File: config.mk
export PLATFORM = sky130hd
export DESIGN_NAME = segmented_display_decoder
export DESIGN_NICKNAME = d
export VERILOG_FILES = /design/src/rtl/segmented_display_decoder.sv
export SDC_FILE = /design/constraint.sdc
export NUM_CORES = 1
export LEC_CHECK = 0
export CAP_MARGIN = 5
export CORE_ASPECT_RATIO = 1.4
export CORE_MARGIN = 2
export CORE_UTILIZATION = 38
export CTS_CLUSTER_SIZE = 20
export DETAILED_ROUTE_END_ITERATION = 12
export GPL_TIMING_DRIVEN = 0
export SLEW_MARGIN = 20
export SYNTH_ARGS = -nofsm -noshare
export SYNTH_HDL_FRONTEND = slang
export SYNTH_SLANG_ARGS = --single-unit
File: constraint.sdc
create_clock -name clock -period 2.9 [get_ports clock]
set_input_delay 0.58 -clock clock [delete_from_list [all_inputs] [get_ports clock]]
set_output_delay 0.58 -clock clock [all_outputs]
set_load 0.02 [all_outputs]
File: src/rtl/segmented_display_decoder.sv
// Recovers the hex value shown on each digit of a multiplexed 7/8-segment display bus.
// The bus is sampled asynchronously; a digit is captured once its pattern has held steady.

module segmented_display_decoder #(
    parameter int number_of_segments = 7,
    parameter int number_of_nybbles  = 4,
    parameter int stable_cycles      = 8
) (
    input  logic                           clock,
    input  logic                           reset_n,
    input  logic [number_of_segments-1:0]  cathode,
    input  logic [number_of_nybbles-1:0]   anode,
    input  logic                           clear_error,
    output logic [number_of_nybbles*4-1:0] data,
    output logic [number_of_nybbles-1:0]   dp,
    output logic [number_of_nybbles-1:0]   valid,
    output logic                           frame_strobe,
    output logic                           error
);

    localparam int SAMPLE_W = number_of_nybbles + number_of_segments;
    localparam int DP_BIT   = (number_of_segments > 7) ? 7 : 0;
    localparam logic HAS_DP = (number_of_segments > 7) ? 1'b1 : 1'b0;
    // Idle bus: all cathodes dark (high) and no digit selected.
    localparam logic [SAMPLE_W-1:0] SAMPLE_RESET =
        {{number_of_nybbles{1'b0}}, {number_of_segments{1'b1}}};
    localparam logic [7:0] CAPTURE_COUNT = 8'(stable_cycles - 1);
    localparam logic [7:0] COUNT_MAX     = 8'hFF;

    // Active-low g..a pattern to {match, nybble}.
    function automatic logic [4:0] decode_segments(input logic [6:0] seg);
        logic [4:0] result;
        case (seg)
            7'b1000000: result = {1'b1, 4'h0};
            7'b1111001: result = {1'b1, 4'h1};
            7'b0100100: result = {1'b1, 4'h2};
            7'b0110000: result = {1'b1, 4'h3};
            7'b0011001: result = {1'b1, 4'h4};
            7'b0010010: result = {1'b1, 4'h5};
            7'b0000010: result = {1'b1, 4'h6};
            7'b1111000: result = {1'b1, 4'h7};
            7'b0000000: result = {1'b1, 4'h8};
            7'b0010000: result = {1'b1, 4'h9};
            7'b0001000: result = {1'b1, 4'hA};
            7'b0000011: result = {1'b1, 4'hB};
            7'b0100111: result = {1'b1, 4'hC};
            7'b0100001: result = {1'b1, 4'hD};
            7'b0000110: result = {1'b1, 4'hE};
            7'b0001110: result = {1'b1, 4'hF};
            default:    result = {1'b0, 4'h0};
        endcase
        return result;
    endfunction

    function automatic logic is_one_hot(input logic [number_of_nybbles-1:0] v);
        int unsigned ones;
        ones = 32'd0;
        for (int i = 0; i < number_of_nybbles; i++) begin
            ones = ones + {31'd0, v[i]};
        end
        return (ones == 32'd1);
    endfunction

    logic [SAMPLE_W-1:0]            sync1_r;
    logic [SAMPLE_W-1:0]            sync2_r;
    logic [SAMPLE_W-1:0]            prev_r;
    logic [7:0]                     count_r;
    logic [number_of_nybbles*4-1:0] data_r;
    logic [number_of_nybbles-1:0]   dp_r;
    logic [number_of_nybbles-1:0]   valid_r;
    logic                           frame_strobe_r;
    logic                           error_r;

    logic [number_of_nybbles-1:0]   anode_prev_s;
    logic [number_of_segments-1:0]  cathode_prev_s;
    logic [4:0]                     decoded_s;
    logic [3:0]                     nybble_s;
    logic                           match_s;
    logic                           changed_s;
    logic                           capture_s;
    logic                           dp_bit_s;

    // Two-flop synchronizer followed by the previous-sample register used for change detection.
    always_ff @(posedge clock) begin
        if (!reset_n) begin
            sync1_r <= SAMPLE_RESET;
            sync2_r <= SAMPLE_RESET;
            prev_r  <= SAMPLE_RESET;
        end else begin
            sync1_r <= {anode, cathode};
            sync2_r <= sync1_r;
            prev_r  <= sync2_r;
        end
    end

    // Capture decision and decode of the pattern that has been holding steady.
    always_comb begin
        anode_prev_s   = prev_r[SAMPLE_W-1 -: number_of_nybbles];
        cathode_prev_s = prev_r[number_of_segments-1:0];
        changed_s      = (sync2_r != prev_r);
        // The counter passes CAPTURE_COUNT only once per run and saturates above it.
        capture_s      = (count_r == CAPTURE_COUNT) && is_one_hot(anode_prev_s);
        decoded_s      = decode_segments(cathode_prev_s[6:0]);
        match_s        = decoded_s[4];
        nybble_s       = decoded_s[3:0];
        if (HAS_DP) begin
            dp_bit_s = ~cathode_prev_s[DP_BIT];
        end else begin
            dp_bit_s = 1'b0;
        end
    end

    // Stability counter: restarts on any change, saturates at its maximum.
    always_ff @(posedge clock) begin
        if (!reset_n) begin
            count_r <= 8'd0;
        end else if (changed_s) begin
            count_r <= 8'd0;
        end else if (count_r != COUNT_MAX) begin
            count_r <= count_r + 8'd1;
        end else begin
            count_r <= count_r;
        end
    end

    // Per-digit result registers, frame strobe and sticky error.
    always_ff @(posedge clock) begin
        if (!reset_n) begin
            data_r         <= '0;
            dp_r           <= '0;
            valid_r        <= '0;
            frame_strobe_r <= 1'b0;
            error_r        <= 1'b0;
        end else begin
            frame_strobe_r <= capture_s && anode_prev_s[number_of_nybbles-1];
            if (capture_s && !match_s) begin
                error_r <= 1'b1;
            end else if (clear_error) begin
                error_r <= 1'b0;
            end else begin
                error_r <= error_r;
            end
            for (int k = 0; k < number_of_nybbles; k++) begin
                if (capture_s && anode_prev_s[k]) begin
                    if (match_s) begin
                        data_r[4*k +: 4] <= nybble_s;
                        dp_r[k]          <= dp_bit_s;
                        valid_r[k]       <= 1'b1;
                    end else begin
                        valid_r[k]       <= 1'b0;
                    end
                end
            end
        end
    end

    assign data         = data_r;
    assign dp           = dp_r;
    assign valid        = valid_r;
    assign frame_strobe = frame_strobe_r;
    assign error        = error_r;

endmodule

* Yosys cells after proc, flatten, opt, wreduce, memory -nomap -nowiden *
Index checks and enable logic that the tools add are counted.

operators by class
  add/subtract/negate cells = 4
  $mul = 0
  divide/modulo/power cells = 0
  order comparisons = 0
  equal/unequal tests = 19
  shift operators = 0
  mux-type cells = 4
  bitwise logic cells = 1
  reductions and logical operators = 14

operators with widths
  kind                                                              count
  5-bit case mux with 16 select lines                               1
  7-bit by 6-bit == test with 1-bit output (second input constant)  4
  7-bit by 5-bit == test with 1-bit output (second input constant)  3
  7-bit == test (second input constant)                             3
  7-bit by 2-bit == test with 1-bit output (second input constant)  2
  7-bit by 4-bit == test with 1-bit output (second input constant)  2
  11-bit != test                                                    1
  8-bit by 1-bit adder with 8-bit output (second input constant)    1
  8-bit by 3-bit == test with 1-bit output (second input constant)  1
  8-bit != test (second input constant)                             1
  2-bit AND reduction                                               4
  7-bit by 3-bit == test with 1-bit output (second input constant)  1
  7-bit logical NOT                                                 1
  1-bit logical AND                                                 6
  3-bit by 1-bit adder with 4-bit output                            1
  4-bit by 1-bit == test with 1-bit output (second input constant)  1
  2-bit by 1-bit adder with 3-bit output                            1
  1-bit 2-to-1 mux                                                  3
  1-bit by 1-bit adder with 2-bit output                            1
  2-bit nonzero test                                                1
  2-bit OR reduction                                                1
  1-bit logical NOT                                                 1
  1-bit NOT                                                         1

storage, ports and cells
  bits in registers = 63
  latch bits = 0
  bits in writable memories = 0
  ROM bits = 0
  output and inout bits = 26
  logic and storage cells = 56
  memories kept = 0

* Longest topological paths before layout *
  word-level depth = 7
  depth in mapped cells = 10

* Worst setup path after synthesis *
Ideal clock, no wire load.

  kind = register to register
  start = register prev_r[7]
  end = register data_r[8], in the netlist data[8]
  library setup time = 0.117 ns
  arrival = 2.703 ns
  required time = 2.783 ns
  path slack = 0.079 ns
  stages on the path, launching flop included = 11
  buffers on the path = 0
  path through = dfxtp_1 inv_1 fa_1 inv_1 ha_1 ha_1 nor4b_1 and4_1 o211ai_1 o211a_1 a32o_1

between the ends
  cells in the longest elaborated chain, start to end = 7

ends and longest elaborated chain
  what                                      line  RTL
  from (decl)                               66    logic [SAMPLE_W-1:0] prev_r;
  from (signal assigned)                    92    prev_r <= sync2_r;
  1-bit by 1-bit adder with 2-bit output    59    ones = ones + {31'd0, v[i]};
  2-bit by 1-bit adder with 3-bit output    59
  3-bit by 1-bit adder with 4-bit output    59
  4-bit by 1-bit == test with 1-bit output  61    return (ones == 32'd1);
  1-bit logical AND                         102   capture_s = (count_r == CAPTURE_COUNT) && is_one_hot(anode_prev_s);
  1-bit logical AND                         144   if (capture_s && anode_prev_s[k]) begin
  2-bit AND reduction (no line)             --
  to (signal, indexed assignment)           146   data_r[4*k +: 4] <= nybble_s;
  to (decl)                                 68    logic [number_of_nybbles*4-1:0] data_r;

No other way between the ends.
A chain may end at the register's enable or synchronous reset.

* Final worst setup path *
  start = register prev_r[8]
  end = register data_r[8], in the netlist data[8]

Same word-level chain as after synthesis.

==> flow_summary.json <==
{
  "outcome": "finished, final reports clean",
  "synth_seq_cells": 63,
  "pin_count": 40,
  "top_layer": "met4",
  "hold_violations": 0,
  "grt_usage_pct": 15.7,
  "cp.required_ns": 3.13,
  "rsz0062_at_grt": "false",
  "max_slew_margin_pct": 45.3,
  "synth_top_area_share_pct": 45.1,
  "clk_latency_ns": 0.34,
  "num_rows": 37,
  "dieHeight_um": 106,
  "grt_max_degree": 11,
  "nFillCells": 731,
  "final_cell_mix": "dfxtp_1, clkdlybuf4s50_1, nand2b_1",
  "final.setup.tns_ns": 0,
  "min_path_type": "reg2reg",
  "wl_met2_um": 2960,
  "first_global_vias": 2043,
  "yosysWarnings": 0,
  "netlist_area_um2": 2800,
  "drt_wl_total_um": 5920,
  "firstDrtPassIters": 4,
  "ant_nets": 0,
  "drv_cap": 0,
  "cts_made_buffers": 9,
  "dp_hpwl_um": 4340,
  "cp_max_fo": 5,
  "wl_met3_um": 227,
  "m1WireLength_um": 2490,
  "yosysUniqueCellTypes": 63,
  "gr-total-overflow": 0,
  "clock_path_buffers": 2,
  "synth_edf_count": 0,
  "synth_top_flop_cell": "dfxtp_1",
  "final_cells": 437,
  "drt_iter0_drc": 159,
  "port_buffers": 34,
  "final_max_slew_viol_count": 0,
  "finalCritPeriodShare_pct": 93.9,
  "powerDensity_nw_per_um2": 468,
  "gp_congestion": 0.808,
  "synthToLayoutAreaGrowth_pct": 25.2,
  "fin_nets": 354,
  "worst_ep_arrival_time_ns": 2.96,
  "placed_area_um2": 3270,
  "vias": 2169,
  "start_util_pct": 38.5,
  "max_freq_mhz": 367,
  "leakage_nw": 1.31,
  "cts_sinks": 63,
  "clockRootBuffer": "clkbuf_8",
  "critical_path_class": "reg2reg",
  "end_kind": "register",
  "coreArea_um2": 7270,
  "grt_antenna_before_repair": 0,
  "cts_tree": "yes",
  "synthArstFlopShare_pct": 0,
  "drc_errors": 0,
  "wire_per_inst_um": 13.5,
  "fp.dieArea_um2": 8080,
  "ir_worst_vdd_v": 0.000271,
  "worst_slew_pin_slew_ns": 0.813,
  "syn_avg_cell_area_um2": 9.82,
  "final_common_cell": "dfxtp_1",
  "synth-seq-area-share_pct": 45.1,
  "final_area_um2": 3500,
  "die_x_um": 76.5,
  "post_drt_via_cell_ratio": 4.96,
  "drive_gt1_share_pct": 16.2,
  "cts_max_level": 3,
  "diodes": 0,
  "dp_cells": 419,
  "path_clk_slew_ns": 0.06,
  "synth_largest_area_cell": "dfxtp_1",
  "synthCells": 285,
  "synth.area.top_cells": "dfxtp_1, nand2b_1, xnor2_1",
  "grt_pass1_wl_um": 9720,
  "final.setup_skew_ns": 0.0106,
  "finalSetupViolations": 0,
  "period_needed_ns": 2.72,
  "holdWs_ns": 0.402,
  "cp-start-kind": "register"
}
==> sequential cells by signal, summed over array words and instances (netlist names) <==
signal,flops
valid,4
prev_r,11
frame_strobe,1
sync2_r,11
data,16
sync1_r,11
count_r,8
error,1
==> final timing paths <==
check	start	endpoint	slack, ns	cells after the start
max	prev_r[8]	data[8]	0.18	10
min	sync1_r[4]	sync2_r[4]	0.40	1
max reg2reg	prev_r[8]	data[8]	0.18	10
min reg2reg	sync1_r[4]	sync2_r[4]	0.40	1
==> cell families (layout without fill, tap and decap cells) <==
kind of cell / after synthesis / after routing / share of synthesized area [%]
buffers and inverters: 29 / 81 / 5.41
xor gates and xnor gates: 17 / 17 / 5.32
and+or+nand+nor: 118 / 118 / 25.7
muxes: 4 / 4 / 1.43
other: 1 / 4 / 0.134
adders and majority gates: 4 / 4 / 2.06
DFF: 63 / 63 / 45.1
AOI/OAI and AO/OA: 49 / 49 / 14.8
==> routing by layer <==
metal  GRT usage [%]  vias to the layer above
li1                -                     1092
met2            25.5                       41
met1            17.4                     1021
met3            5.14                       15
met5               0                        -
met4            10.4                        0
==> report_power, final <==
part / leakage (nW) / internal, W / switching (W) / total [W]
registers: 0.514 / 0.000885 / 0.0000106 / 0.000895
logic: 0.710 / 0.0000523 / 0.0000511 / 0.000103
clock network: 0.0850 / 0.000324 / 0.000317 / 0.000640
total: 1.31 / 0.00126 / 0.000379 / 0.00164
==> synth_stat cells (6+ instances only) <==
cell and n:
dfxtp_1 63, nand2b_1 24, nand2_1 20, and2_1 15, nor2_1 13, xnor2_1 12, clkbuf_1 9, inv_1 8
nand4_1 7, buf_4 6, o21ai_0 6, o22ai_1 6
==> per-stage QoR <==
stage	power, W	utilization, %	worst slack [ns]
global route	0.00172	48.2	0.0463
CTS	0.00167	47.6	0.00756
global placement	0.00101	45.0	-0.296
finish	0.00164	48.2	0.178
floorplan	0.000981	-	0.0791
detailed placement	0.00102	45.0	-0.381
==> worst max-delay path, cell delays in order, from the launching register on <==
cell      delay (ns)
dfxtp_1         0.38
inv_1           0.08
fa_1            0.51
inv_1           0.04
ha_1            0.20
ha_4            0.22
nor4b_4         0.31
and4_4          0.30
o211ai_1        0.09
o211a_1         0.21
a32o_1          0.27
==> final cells by class <==
class | instances | area (um2) | area share [%]
clock inverters | 4 | 22.5 | 0.643
plain buffers | 21 | 121 | 3.46
repair buffers | 37 | 363 | 10.4
inverters | 8 | 30.0 | 0.857
well taps | 97 | 121 | 3.46
flip-flops and latches | 63 | 1260 | 36.0
clock buffers | 11 | 141 | 4.03
multi-input cells | 196 | 1440 | 41.2
==> timing repair <==
action,CTS,global route
hold buffers,0,0
pin swaps,1,3
resized for setup,5,8
setup buffers,1,2
setup endpoints to repair,17,16
No activity file was read; power rests on OpenSTA's default activity.
